--- src/rtl/synth_pkg.sv ---
// Shared types and helpers for the time-multiplexed voice divider.
// Latency: n/a (types and constant functions only).
// Backpressure: n/a.
package synth_pkg;

   // Width of the per-voice divide value and counter held in the state array.
   localparam int SYNTH_WIDTH = 16;

   // Index width for n slots, never narrower than one bit.
   function automatic int clog2_min1(input int n);
      int w;
      w = 0;
      while ((1 << w) < n) w++;
      return (w < 1) ? 1 : w;
   endfunction

   // Per-voice state: enable, divide value and running service counter.
   typedef struct packed {
      logic                   en;
      logic [SYNTH_WIDTH-1:0] div;
      logic [SYNTH_WIDTH-1:0] cnt;
   } voice_state_t;

endpackage

--- src/rtl/voice_state_ram.sv ---
// Flop array holding every voice's state; async read by slot, one write per entry per clock.
// Latency: read is combinational, write lands at the next edge.
// Backpressure: none; a config write overrides the service update for the same entry.
module voice_state_ram
   import synth_pkg::*;
#(
   parameter int VOICES = 4,
   parameter int VW     = 2
)(
   input  logic         clk,
   input  logic         rst_n,
   input  logic [VW-1:0] i_rd_idx,
   output voice_state_t  o_rd_dat,
   input  logic          i_svc_we,
   input  logic [VW-1:0] i_svc_idx,
   input  voice_state_t  i_svc_dat,
   input  logic          i_cfg_we,
   input  logic [VW-1:0] i_cfg_idx,
   input  voice_state_t  i_cfg_dat
);

   voice_state_t r_mem [VOICES];

   // Combinational read so the engine can compute next state in the same cycle.
   assign o_rd_dat = r_mem[i_rd_idx];

   // Per-entry write select; config beats service. Indices past VOICES-1 hit no entry.
   always_ff @(posedge clk or negedge rst_n) begin
      if (!rst_n) begin
         for (int i = 0; i < VOICES; i++) r_mem[i] <= '0;
      end else begin
         for (int i = 0; i < VOICES; i++) begin
            if (i_cfg_we && (i_cfg_idx == VW'(i))) begin
               r_mem[i] <= i_cfg_dat;
            end else if (i_svc_we && (i_svc_idx == VW'(i))) begin
               r_mem[i] <= i_svc_dat;
            end
         end
      end
   end

endmodule

--- src/rtl/voice_div_sched.sv ---
// Round-robin divider: one increment/compare engine serves VOICES slots, s_out[v] = clk/(VOICES*div[v]).
// Latency: config write and service update both land at the edge ending the cycle.
// Backpressure: none; writes always accepted, a write to the slot being serviced skips that service.
module voice_div_sched
   import synth_pkg::*;
#(
   parameter  int VOICES = 4,
   parameter  int WIDTH  = SYNTH_WIDTH,
   localparam int VW     = clog2_min1(VOICES)
)(
   input  logic              clk,
   input  logic              rst_n,
   input  logic              cfg_we,
   input  logic [VW-1:0]     cfg_voice,
   input  logic [WIDTH-1:0]  cfg_div,
   input  logic              cfg_en,
   output logic [VOICES-1:0] s_out,
   output logic [VW-1:0]     slot,
   output logic              frame
);

   // State fields are sized by the package; WIDTH is expected to match it.
   localparam int SW = SYNTH_WIDTH;

   logic [VW-1:0]     r_slot;
   logic              r_frame;
   logic [VOICES-1:0] r_s_out;

   logic [VW-1:0]     w_slot_nxt;
   voice_state_t      w_rd;
   voice_state_t      w_svc_dat;
   voice_state_t      w_cfg_dat;
   logic              w_active;
   logic [SW:0]       w_sum;
   logic [SW-1:0]     w_cnt_n;
   logic              w_svc_out;

   assign w_slot_nxt = (r_slot == VW'(VOICES - 1)) ? '0 : r_slot + VW'(1);

   // Slot pointer runs free; frame is registered alongside it so it marks slot 0 glitch-free.
   always_ff @(posedge clk or negedge rst_n) begin
      if (!rst_n) begin
         r_slot  <= '0;
         r_frame <= 1'b1;
      end else begin
         r_slot  <= w_slot_nxt;
         r_frame <= (w_slot_nxt == '0);
      end
   end

   voice_state_ram #(
      .VOICES (VOICES),
      .VW     (VW)
   ) u_ram (
      .clk       (clk),
      .rst_n     (rst_n),
      .i_rd_idx  (r_slot),
      .o_rd_dat  (w_rd),
      .i_svc_we  (1'b1),
      .i_svc_idx (r_slot),
      .i_svc_dat (w_svc_dat),
      .i_cfg_we  (cfg_we),
      .i_cfg_idx (cfg_voice),
      .i_cfg_dat (w_cfg_dat)
   );

   // Shared engine: increment one bit wider than the counter, wrap at div, compare against div/2.
   always_comb begin
      w_active      = w_rd.en && (w_rd.div >= SW'(2));
      w_sum         = {1'b0, w_rd.cnt} + {{SW{1'b0}}, 1'b1};
      w_cnt_n       = (w_sum == {1'b0, w_rd.div}) ? '0 : w_sum[SW-1:0];
      w_svc_out     = w_active && (w_cnt_n >= (w_rd.div >> 1));
      w_svc_dat     = w_rd;
      w_svc_dat.cnt = w_active ? w_cnt_n : '0;
      w_cfg_dat     = '0;
      w_cfg_dat.en  = cfg_en;
      w_cfg_dat.div = cfg_div;
   end

   // Output vector: a write clears its voice, otherwise only the serviced voice updates.
   always_ff @(posedge clk or negedge rst_n) begin
      if (!rst_n) begin
         r_s_out <= '0;
      end else begin
         for (int v = 0; v < VOICES; v++) begin
            if (cfg_we && (cfg_voice == VW'(v))) begin
               r_s_out[v] <= 1'b0;
            end else if (r_slot == VW'(v)) begin
               r_s_out[v] <= w_svc_out;
            end
         end
      end
   end

   assign s_out = r_s_out;
   assign slot  = r_slot;
   assign frame = r_frame;

endmodule

--- config.mk ---
export PLATFORM = sky130hd
export DESIGN_NAME = voice_div_sched
export DESIGN_NICKNAME = d
export VERILOG_FILES = /design/src/rtl/synth_pkg.sv /design/src/rtl/voice_state_ram.sv /design/src/rtl/voice_div_sched.sv
export SDC_FILE = /design/constraint.sdc
export NUM_CORES = 1
export LEC_CHECK = 0
export ABC_CLOCK_PERIOD_IN_PS = 13550
export BUFFER_PORTS_ARGS = -buffer_cell sky130_fd_sc_hd__clkbuf_2
export CAP_MARGIN = 10
export CORE_UTILIZATION = 50
export CTS_CLUSTER_DIAMETER = 50
export CTS_CLUSTER_SIZE = 20
export DETAILED_ROUTE_END_ITERATION = 16
export PLACE_DENSITY = 0.69
export REMOVE_ABC_BUFFERS = 1
export SLEW_MARGIN = 10
export SYNTH_ARGS = -nofsm -noshare
export SYNTH_HDL_FRONTEND = slang
export SYNTH_HIERARCHICAL = 1
export SYNTH_SLANG_ARGS = --single-unit
--- constraint.sdc ---
create_clock -name clk -period 13.55 [get_ports clk]
set_clock_uncertainty 0.1 [all_clocks]
set_input_delay 2.0325 -clock clk [delete_from_list [all_inputs] [get_ports clk]]
set_output_delay 2.0325 -clock clk [all_outputs]
set_load 0.03 [all_outputs]
==> flow_metrics.tcl <==
set metrics [dict create \
    status "finished clean" \
    met3_usage 0.0472 \
    antenna_cells 0 \
    core_um2 16700 \
    row_count 47 \
    htreeDepth 4 \
    r2r_start "slot[0]" \
    met2_usage 0.460 \
    end_kind "flop" \
    wl_um 23900 \
    drc 0 \
    crit_start "slot[0]" \
    period_needed_ns 6.09 \
    avgSynthCellArea_um2 8.54 \
    peakVddDrop_uv 102 \
    p_leak_nw 4.34 \
    criticalPathCategory "reg2reg" \
    power.density_nw_per_um2 148 \
    r2r-end "s_out[3]" \
    synth_cell_types 61 \
    numCtsBuffers 17 \
    worstMarginPinSlew_ns 0.915 \
    synth_area_um2 8630 \
    setup_violations 0 \
    ys.flop_type "dfrtp_1" \
    maxCapViolCount 0 \
    cp-endpoint "s_out[3]" \
    slew_viol_final 0 \
    tns_ns 0 \
    yosys_warnings 6 \
    detail-route-antenna-nets 0 \
    r2r_cells 18 \
    avgRoutedWirePerCell_um 18.5 \
    post-route-util 0.577 \
    regToRegSetupSlack_ns 7.46 \
    path_buf_inv 1 \
    viasPerCell 5.78 \
    max_freq_mhz 164 \
    ys_seq_area_frac 0.403 \
    multiInputGateArea_um2 4850 \
    grt_max_degree 75 \
    clk_pin_slew_ns 0.06 \
    globalplace.congestion 0.945 \
    start_util 0.517 \
    fin_crit_sh 0.449 \
    cts_resized 0 \
    critical_path.cell_chain "buf_4 > mux4_2 > ha_1 > nand3_1 > nor4_1 > a21o_1 > o211a_1 > nand3_2 > nor2_4 > nor2_1 > ha_1 > a21o_1 > a2111oi_0 > o21ai_0 > a211oi_1 > nand4_1 > o21ai_1 > a21oi_1" \
    hold_viol 0 \
    grt-ovfl-total 0 \
    io-pin-count 29 \
    antenna_found_initial 0 \
    die_y_um 133 \
    hold_ws_ns 0.434 \
    root_buffer "clkbuf_16" \
    cpLargestDelayFamily "compound AO/OA/AOI/OAI gates" \
    dieArea_um2 17800 \
    worstPathMaxFanout 38 \
    regArea_um2 3480 \
    nFillCells 1522 \
    first_global_vias 7131 \
    async_flop_share 1.00 \
    crit_path_top_delay_cell "buf_4" \
    synth_edf_count 0 \
    hold_path.class "reg2reg" \
    worstSetupStartpointType "flop" \
    place_area_um2 8950 \
    die_w_um 133 \
    cts_tree "done" \
    postCtsSetupBuffers 0 \
    clock_latency_ns 0.44 \
    ys_top_cells_by_count "278 x nand2_1, 169 x nor2_1, 138 x dfrtp_1" \
    clockBufferDepth 2 \
    synth.largest_area_cell "dfrtp_1" \
    first_pass_iters 6 \
    drive_gt1_frac 0.120 \
    yosysMostFrequentCell "nand2_1" \
    worstPathRequired_ns 13.76 \
    rsz0062_at_grt "no" \
    grt_busiest_layer "met2" \
    met1_usage 0.387 \
    grtUsageTotal 0.282 \
    slowest_delay_ns 0.61 \
    cp_data_arrival_time_ns 6.29 \
    dpl.hpwl_um 14500 \
    slew_headroom 0.390 \
    vias 7459 \
    cts.sinks 139 \
    synth_top_area_frac 0.400 \
    fin_nets 1100 \
    ctsHoldBuffers 0 \
    ys_ff_latch 139 \
    postLayoutCellArea_um2 9640 \
    cp_num_cells 18 \
    netlist_instances 1010 \
    synthTopCellsByArea "dfrtp_1 40%, nand2_1 12%, a31oi_1 9.5%, mux4_2 8.6%, nor2_1 7.4%" \
    area_growth_pct 11.8 \
    place_worst_setup_slack_ns 7.54 \
    grt_pass1_wl_um 38000 \
    drtIter0Drc 660 \
    portBuffers 28 \
    layout_setup_ws_ns 7.46 \
]
==> cell type report <==
class,count,share of cell area
Multi-Input combinational cell,835,0.503
Clock inverter,14,0.0278
Timing Repair Buffer,43,0.0269
Sequential cell,139,0.361
Inverter,22,0.00856
Clock buffer,18,0.0445
Tap cell,220,0.0285
==> registers in the layout (all words and copies together), names as in the netlist <==
register	count
frame	1
s_out	4
slot	2
u_ram/r_mem	132
==> cell usage in the layout (no fill, tap or decap), types with 17 or more instances in the layout <==
| cell type | netlist | final |
|---|---|---|
| conb_1 | 2 | 65 |
| inv_1 | 22 | 22 |
| clkbuf_16 | 0 | 17 |
| nand2_1 | 278 | 278 |
| dfrtp_1 | 138 | 136 |
| ha_1 | 20 | 20 |
| mux4_2 | 33 | 33 |
| clkbuf_2 | 2 | 27 |
| a31oi_1 | 131 | 131 |
| nor2_1 | 169 | 169 |
==> worst reg2reg max path, cell delays in order (launching register included) <==
cell and delay (ns):
dfrtp_2 0.54, buf_4 0.62, mux4_2 0.54, ha_1 0.38, nand3_1 0.32, nor4_1 0.58, a21o_1 0.14, o211a_1 0.18
nand3_2 0.13, nor2_4 0.32, nor2_1 0.11, ha_1 0.30, a21o_1 0.18, a2111oi_0 0.38, o21ai_0 0.19, a211oi_1 0.31
nand4_1 0.13, o21ai_1 0.37, a21oi_1 0.13
==> cell families after synthesis <==
kind of cell	synth area share
multiplexers	0.0908
buffers and inverters	0.0629
adder cells (fa/ha/maj)	0.0290
XOR/XNOR	0.0223
flip-flops	0.403
AND/OR/NAND/NOR	0.252
AO/OA/AOI/OAI	0.139
other	0.000870
==> power by group <==
group / internal (mW) / switching [mW] / total (mW)
Combinational: 0.133 / 0.205 / 0.337
Clock: 0.366 / 0.193 / 0.559
Sequential: 0.489 / 0.0400 / 0.529
==> routing by layer <==
layer  share of wire  vias up
met5               0        -
met4           0.011        0
met3           0.063       27
met2            0.49      253
met1            0.43     3659
li1                -     3520
==> worst min path at each step <==
stage / start / end / slack, ns / cells past startpoint
after global routing: u_ram/r_mem[26] / u_ram/r_mem[26] / 0.46 / 2
after detailed placement: u_ram/r_mem[63] / u_ram/r_mem[63] / 0.43 / 2
after floorplan: u_ram/r_mem[63] / u_ram/r_mem[63] / 0.40 / 2
after CTS: u_ram/r_mem[63] / u_ram/r_mem[63] / 0.44 / 2
after global placement: u_ram/r_mem[65] / u_ram/r_mem[65] / 0.42 / 2
final: u_ram/r_mem[23] / u_ram/r_mem[23] / 0.43 / 2
==> metrics by stage <==
step	power, mW	cells
3_5_place_dp	0.866	1259
4_1_cts	1.42	1291
3_3_place_gp	0.857	1259
2_1_floorplan	0.770	996
5_1_grt	1.49	1291
6_report	1.42	1291
(Power assumes the default switching activity.)
